===== src/rtl/demux_router_if.sv =====
// demux_router_if -- bundle of the source handshake and the per-channel
// output bus of demux_router.
//
// Valid/ready rule used on every handshake of this bus: a transfer happens
// on a rising clock edge where valid and ready are both high. in_ready never
// depends on in_valid. A slot offered on out_valid holds its data stable
// until the edge that transfers it.
//
// Signals:
//   in_valid   source offers a transfer
//   in_ready   router accepts a transfer this cycle
//   in_data    payload (WIDTH)
//   in_sel     destination channel index (SEL_W)
//   in_bcast   deliver payload to every channel, in_sel ignored
//   out_valid  per-channel slot holds data (CHANNELS)
//   out_ready  per-channel consumer accepts (CHANNELS)
//   out_data   channel k in bits [k*WIDTH +: WIDTH]
//   sel_err    sticky flag: an out-of-range select was seen
//   drop_count saturating count of dropped out-of-range transfers
//
// Modports: slave = the router, master = the source/consumer side.
interface demux_router_if #(
    parameter int WIDTH    = 4,
    parameter int CHANNELS = 4,
    parameter int SEL_W    = 2
);
    logic                      in_valid;
    logic                      in_ready;
    logic [WIDTH-1:0]          in_data;
    logic [SEL_W-1:0]          in_sel;
    logic                      in_bcast;
    logic [CHANNELS-1:0]       out_valid;
    logic [CHANNELS-1:0]       out_ready;
    logic [CHANNELS*WIDTH-1:0] out_data;
    logic                      sel_err;
    logic [7:0]                drop_count;

    modport slave (
        input  in_valid, in_data, in_sel, in_bcast, out_ready,
        output in_ready, out_valid, out_data, sel_err, drop_count
    );

    modport master (
        output in_valid, in_data, in_sel, in_bcast, out_ready,
        input  in_ready, out_valid, out_data, sel_err, drop_count
    );
endinterface


===== src/rtl/demux_router.sv =====
// demux_router -- routes one input stream to CHANNELS outputs, each with a
// one-entry holding slot. Unicast goes to the slot selected by in_sel,
// broadcast writes every slot at once (only when all can take it), and
// out-of-range selects are consumed, flagged and counted.
//
// Ports:
//   clk    single clock, all state on the rising edge
//   reset  synchronous, active-high; empties every slot and clears status
//   bus    demux_router_if.slave (handshake, payload, outputs, status)
module demux_router #(
    parameter int WIDTH     = 4,
    parameter int CHANNELS  = 4,
    parameter int SEL_W     = 2,
    parameter bit ZERO_IDLE = 1'b1
) (
    input  logic            clk,
    input  logic            reset,
    demux_router_if.slave   bus
);

    logic [CHANNELS-1:0] full;
    logic [WIDTH-1:0]    data_q [CHANNELS];
    logic [CHANNELS-1:0] chan_open;
    logic [CHANNELS-1:0] load;
    logic                sel_ok;
    logic                sel_open;
    logic                ready;
    logic                take;
    logic                drop;
    logic                sel_err_q;
    logic [7:0]          drop_q;

    // A slot can take new data if it is empty or is being drained in the
    // same cycle (drain and refill at one edge).
    assign chan_open = ~full | bus.out_ready;

    always_comb begin
        sel_ok   = 1'b0;
        sel_open = 1'b0;
        for (int k = 0; k < CHANNELS; k++) begin
            if (bus.in_sel == SEL_W'(k)) begin
                sel_ok   = 1'b1;
                sel_open = chan_open[k];
            end
        end

        // Broadcast is all-or-nothing; out-of-range unicast is always
        // accepted so the source never deadlocks on a bad select.
        if (reset)
            ready = 1'b0;
        else if (bus.in_bcast)
            ready = &chan_open;
        else if (sel_ok)
            ready = sel_open;
        else
            ready = 1'b1;

        take = bus.in_valid && ready;
        drop = take && !bus.in_bcast && !sel_ok;

        load = '0;
        for (int k = 0; k < CHANNELS; k++) begin
            load[k] = take && (bus.in_bcast || (bus.in_sel == SEL_W'(k)));
        end
    end

    always_ff @(posedge clk) begin
        for (int k = 0; k < CHANNELS; k++) begin
            if (reset) begin
                full[k]   <= 1'b0;
                data_q[k] <= '0;
            end else if (load[k]) begin
                full[k]   <= 1'b1;
                data_q[k] <= bus.in_data;
            end else if (bus.out_ready[k]) begin
                full[k]   <= 1'b0;
            end
        end
    end

    always_ff @(posedge clk) begin
        if (reset) begin
            sel_err_q <= 1'b0;
            drop_q    <= 8'd0;
        end else if (drop) begin
            sel_err_q <= 1'b1;
            if (drop_q != 8'hFF)
                drop_q <= drop_q + 8'd1;
        end
    end

    // With ZERO_IDLE the lane is masked while its slot is empty; otherwise
    // the last stored value stays visible.
    always_comb begin
        bus.out_data = '0;
        for (int k = 0; k < CHANNELS; k++) begin
            if (ZERO_IDLE && !full[k])
                bus.out_data[k*WIDTH +: WIDTH] = '0;
            else
                bus.out_data[k*WIDTH +: WIDTH] = data_q[k];
        end
    end

    assign bus.in_ready   = ready;
    assign bus.out_valid  = full;
    assign bus.sel_err    = sel_err_q;
    assign bus.drop_count = drop_q;

endmodule


===== src/flat_wrapper.sv =====
// flat-port wrapper written by rule: the top's interface ports become plain ports
module demux_router_flat 
#(
    parameter int WIDTH     = 4,
    parameter int CHANNELS  = 4,
    parameter int SEL_W     = 2,
    parameter bit ZERO_IDLE = 1'b1
)
  (clk, reset, bus_in_valid, bus_in_data, bus_in_sel, bus_in_bcast, bus_out_ready, bus_in_ready, bus_out_valid, bus_out_data, bus_sel_err, bus_drop_count);
  demux_router_if #(.WIDTH(WIDTH), .CHANNELS(CHANNELS), .SEL_W(SEL_W)) bus_i ();
  input  logic clk;
  input  logic reset;
  input wire logic [$bits(bus_i.in_valid)-1:0] bus_in_valid;
  input wire logic [$bits(bus_i.in_data)-1:0] bus_in_data;
  input wire logic [$bits(bus_i.in_sel)-1:0] bus_in_sel;
  input wire logic [$bits(bus_i.in_bcast)-1:0] bus_in_bcast;
  input wire logic [$bits(bus_i.out_ready)-1:0] bus_out_ready;
  output wire logic [$bits(bus_i.in_ready)-1:0] bus_in_ready;
  output wire logic [$bits(bus_i.out_valid)-1:0] bus_out_valid;
  output wire logic [$bits(bus_i.out_data)-1:0] bus_out_data;
  output wire logic [$bits(bus_i.sel_err)-1:0] bus_sel_err;
  output wire logic [$bits(bus_i.drop_count)-1:0] bus_drop_count;
  assign bus_i.in_valid = bus_in_valid;
  assign bus_i.in_data = bus_in_data;
  assign bus_i.in_sel = bus_in_sel;
  assign bus_i.in_bcast = bus_in_bcast;
  assign bus_i.out_ready = bus_out_ready;
  assign bus_in_ready = bus_i.in_ready;
  assign bus_out_valid = bus_i.out_valid;
  assign bus_out_data = bus_i.out_data;
  assign bus_sel_err = bus_i.sel_err;
  assign bus_drop_count = bus_i.drop_count;
  demux_router #(.WIDTH(WIDTH), .CHANNELS(CHANNELS), .SEL_W(SEL_W), .ZERO_IDLE(ZERO_IDLE)) u_core (.clk(clk), .reset(reset), .bus(bus_i));
endmodule

===== config.mk =====
export PLATFORM = sky130hd
export DESIGN_NAME = demux_router_flat
export DESIGN_NICKNAME = d
export VERILOG_FILES = /design/src/rtl/demux_router_if.sv /design/src/rtl/demux_router.sv /design/src/flat_wrapper.sv
export SDC_FILE = /design/constraint.sdc
export NUM_CORES = 1
export LEC_CHECK = 0
export ABC_AREA = 1
export BUFFER_PORTS_ARGS = -buffer_cell sky130_fd_sc_hd__buf_2
export CAP_MARGIN = 0
export CORE_AREA = 2 2 55 57
export CTS_CLUSTER_SIZE = 30
export DETAILED_ROUTE_END_ITERATION = 6
export DIE_AREA = 0 0 57 59
export PLACE_DENSITY = 0.8
export SLEW_MARGIN = 20
export SYNTH_ARGS = -nofsm -noshare
export SYNTH_HDL_FRONTEND = slang
export SYNTH_SLANG_ARGS = --single-unit

===== constraint.sdc =====
create_clock -name clk -period 1.9 [get_ports clk]
set_clock_uncertainty 0.15 [all_clocks]
set_input_delay 0.095 -clock clk [delete_from_list [all_inputs] [get_ports clk]]
set_output_delay 0.095 -clock clk [all_outputs]
set_load 0.05 [all_outputs]

======== Word-level counts from Yosys, hierarchy flattened ========
Memories as Yosys holds them, arrays and structs flattened.
Cells that the tools add are included.
word-level totals
  register bits after elaboration ......... 13
  RAM bits ................................ 16
  output and inout bits ................... 30
  word-level logic and storage cells ...... 79
  memories kept ........................... 1
memories
  memory         words  width  rd ports  clocked after memory_dff  write ports  RTL line            RTL
  u_core.data_q  4      4      4         0                         4            demux_router.sv:22  logic [WIDTH-1:0] data_q [CHANNELS];
operators by class
  add/sub/neg operators ................... 1
  eq/ne operators ......................... 4
  mux-type cells .......................... 41
  bitwise logic cells ..................... 6
  reduce and logical (&&, ||, !) cells .... 20
operator list
  kind                                                                    number
  1-bit 2-to-1 mux                                                        33
  4-bit 2-to-1 mux                                                        8
  8-bit by 1-bit adder with 8-bit output (second input constant)          1
  8-bit != test (second input constant)                                   1
  2-bit nonzero test                                                      4
  1-bit logical AND                                                       7
  2-bit equality test (second input constant)                             2
  1-bit logical OR                                                        4
  4-bit inverter                                                          1
  1-bit OR                                                                4
  4-bit OR                                                                1
  4-bit AND reduction                                                     1
  2-bit by 1-bit equality test with 1-bit output (second input constant)  1
  1-bit zero test                                                         2
  2-bit zero test                                                         1
  2-bit AND reduction                                                     1

======== Longest topological paths before layout ========
  depth in word-level cells ............... 15
  mapped depth ............................ 8

======== Worst setup path before layout ========
No wires, ideal clock.
  kind .................................... register -> register
  start point ............................. register u_core.full[3], in the netlist u_core.bus.out_valid[3]
  end point ............................... memory u_core.data_q[0][0] (enable)
  library setup time ...................... 268 ps
  data arrival time ....................... 1402 ps
  data required time ...................... 1482 ps
  slack ................................... 80 ps
  stages on the path, launching flop included .. 8
  path buffers ............................ 0
  period minus slack after synthesis ...... 1820 ps
  cells stage by stage .................... dfxtp_1 > nand2_2 > nand2_1 > nor2_1 > nor2_1 > nor2_4 > nand4_2 > nand2_1
RTL lines
  element                          RTL line            RTL
  start, declared                  demux_router.sv:21  logic [CHANNELS-1:0] full;
  start signal, assigned by index  demux_router.sv:70  full[k] <= 1'b0;
  start signal, assigned by index  demux_router.sv:73  full[k] <= 1'b1;
  start signal, assigned by index  demux_router.sv:76  full[k] <= 1'b0;
  end, declared                    demux_router.sv:22

======== Worst setup path after layout ========
  start point ............................. input bus_out_ready[3]
  end point ............................... output bus_in_ready
between the ends
  cells in the longest elaborated chain, start to end .. 5
ends and longest elaborated chain
  element             RTL line            RTL
  start, declared     flat_wrapper.sv:17  input wire logic [$bits(bus_i.out_ready)-1:0] bus_out_ready;
  4-bit OR *          demux_router.sv:35  assign chan_open = ~full | bus.out_ready;
  1-bit 2-to-1 mux    demux_router.sv:41  if (bus.in_sel == SEL_W'(k)) begin
  1-bit 2-to-1 mux    demux_router.sv:53  else if (sel_ok)
  1-bit 2-to-1 mux *  demux_router.sv:51  else if (bus.in_bcast)
  1-bit 2-to-1 mux *  demux_router.sv:49  if (reset)
  end, declared       flat_wrapper.sv:18  output wire logic [$bits(bus_i.in_ready)-1:0] bus_in_ready;
Mark *: on every way between the ends. The rest lies on a longest branch, timed or not.

==> run summary <==
outcome -> complete, no violations
CP Launch Type -> input port
CP required -> 1.65 ns
Starting Density -> 46.6%
EDFF count, synth -> 16
die area -> 3360 um2
H-tree depth -> 2
port bufs -> 43
post-synth cell types -> 16
M2 GR Usage -> 28.9%
NetSw -> 337 uW
post-DR vias/cell -> 4.50
Max Cap Viol -> 0
Power Internal -> 890 uW
top_reg_cell synth -> edfxtp_1
antenna violations before repair -> 0
number of global-route vias before repair -> 987
CTS buffer count -> 5
cell area after synthesis -> 1260 um2
Yosys top cell by area -> edfxtp_1
Worst R2R Path Depth -> 8
Root Buffer -> clkbuf_4
core area -> 2710 um2
vias -> 1063
DR DRC count -> 0
worst-skew pair later-pin latency -> 0.32 ns
peak supply drop -> 0.000533 V
first-pass GRT wire length -> 4370 um
Worst-path clk slew -> 0.08 ns
Final Slew Violations -> 0
pwr dens -> 734 nW/um2
Top Ports -> 44
Final Core Density -> 61.7%
RR Startpoint -> u_core.bus.out_valid[1]
Fin. Hold Viols -> 0
Clock Path Buffers -> 2
Crit Path Category -> in -> out
asr flop ratio synth -> 0%
pin count of the biggest net entering global routing -> 16
final worst path period need -> 1.80 ns
endpoints failing setup -> 0
placed cells -> 218
Clock power frac -> 27.8%
sequential share of power -> 57.4%
GR Layer Usage met1 -> 20.8%
Avg WL per Cell -> 11.0 um
TritonCTS clock tree -> yes
Syn-to-layout area delta -> 32.5%
Reg2Reg Setup Slack -> 0.18 ns
Area contributors post-synth -> edfxtp_1 (38%), dfxtp_1 (21%), inv_1 (11%)
yosys warns -> 0
synthesized flop and latch total -> 29
hold endpoint -> u_core.data_q[1][1]
share of layout cells above drive strength 1 -> 34.1%
Net Count, Synth -> 159
Total GRT Usage -> 17.4%
grt ovf -> 0
Cells on Worst Hold Path -> 3
GPL Wtd Cong -> 0.840
Worst Tran Pin Value -> 0.320 ns
die width -> 57 um
Max FO, Critical Path -> 5
die height -> 59 um
detailed-route wire length -> 2590 um
final std cells w/o fill -> 236
CP endpoint kind -> output port
Post-synth top cells -> inv_1 (37), nand2_1 (29), nor2_1 (29)
average size of a mapped cell -> 8.71 um2
Critical Path AT -> 1.56 ns
HP Class -> in -> reg
min-delay src -> bus_in_data[1]
nets@finish -> 218
cell count after synthesis -> 145
Seq/Total Area, Yosys -> 58.7%
clk sinks -> 29
ANT cells -> 0
Std-Cell Rows -> 19
Gate power share -> 14.8%
period utilization -> 94.8%
DP HPWL -> 1820 um
Sw Ratio -> 27.5%
post-synth top area share -> 38.1%
drt first pass iters -> 4
Rel. slew slack -> 78.7%
final antenna-violating net count -> 0
DR iter-0 viols -> 29
RR Endpoint -> u_core.data_q[3][3]
gr busiest metal -> met2
Leak -> 0.000959 uW
max frequency -> 0.555 GHz
top-count cell post-synth -> inv_1
GR Layer Usage met3 -> 7.21%
==> critical path, cell delays in order <==
cell and delay (ns):
dlygate4sd3_1 0.54, buf_2 0.12, inv_1 0.05, nand2_2 0.07, a21oi_2 0.19, nand3_4 0.12
and2_1 0.18, buf_4 0.18
==> through the flow <==
step           hold WS [ns]  total power (uW)  setup TNS [ns]  setup slack (ns)  area (um2)
2_1_floorplan        0.0141               830               0            0.0805        1260
6_report             0.0261              1230               0            0.0993        1670
5_1_grt              0.0362              1280        -0.00327          -0.00327        1670
3_5_place_dp          0.247               878               0             0.246        1510
3_3_place_gp          0.249               876               0             0.275        1510
4_1_cts             0.00206              1230               0            0.0430        1640
==> area by class of cell <==
cell class              instances  area (um2)
repair buffers                 53         313
fillers                       245        1040
multi-input cells              77         385
well taps                      31        38.8
flip-flops and latches         29         742
clock buffers                   6        41.3
clock inverters                 2        10.0
inverters                      38         143
==> cell families after synthesis <==
| logic type | synth area share [%] |
|---|---|
| buffers and inverters | 11.6 |
| flip-flops | 58.7 |
| AO/OA/AOI/OAI | 3.37 |
| AND/OR/NAND/NOR | 26.4 |
==> cell usage in the layout, fill, tap and decap left out, drive strengths merged <==
cell type	synthesis	layout
o21ai	2	2
and2	1	1
nand2	33	33
nand4	4	4
dfxtp	13	13
clkinv	0	2
inv	38	38
edfxtp	16	16
nand3	2	2
a21oi	5	5
clkbuf	1	6
nor2	30	30
buf	0	45
dlygate4sd3	0	8
==> layer usage <==
layer / share of wire, % / up-vias
li1: - / 548
met1: 42 / 469
met2: 48 / 42
met3: 8.0 / 4
met4: 1.2 / 0
met5: 0 / -
==> flip-flops by register name, summed over array words and instances (netlist names) <==
register	count
u_core.data_q	16
u_core.bus.sel_err	1
u_core.bus.drop_count	8
u_core.bus.out_valid	4
==> how the worst max path moves through the flow <==
stage / slack (ns) / start / end
final: 0.1 / bus_out_ready[3] / bus_in_ready
after global routing: -0.003 / u_core.bus.out_valid[3] / bus_in_ready
after CTS: 0.04 / bus_out_ready[1] / bus_in_ready
after detailed placement: 0.25 / u_core.bus.out_valid[1] / u_core.data_q[0][3]
after global placement: 0.27 / u_core.bus.out_valid[0] / u_core.data_q[0][1]
after floorplan: 0.08 / u_core.bus.out_valid[3] / u_core.data_q[0][0]
==> power by group through the flow <==
stage | Combinational [uW] | Clock (uW) | Sequential (uW)
CTS | 172 | 352 | 704
floorplan | 99.5 | 0 | 730
global route | 198 | 378 | 708
finish | 182 | 341 | 704
detailed placement | 159 | 0 | 719
global placement | 158 | 0 | 718
==> timing repair <==
item	in CTS	in global routing
hold buffers	8	0
buffers inserted	0	2
resized for setup	0	7
hold endpoints to repair	19	0
setup endpoints to repair	0	1
Note: power is estimated with default switching activity, not from simulation.
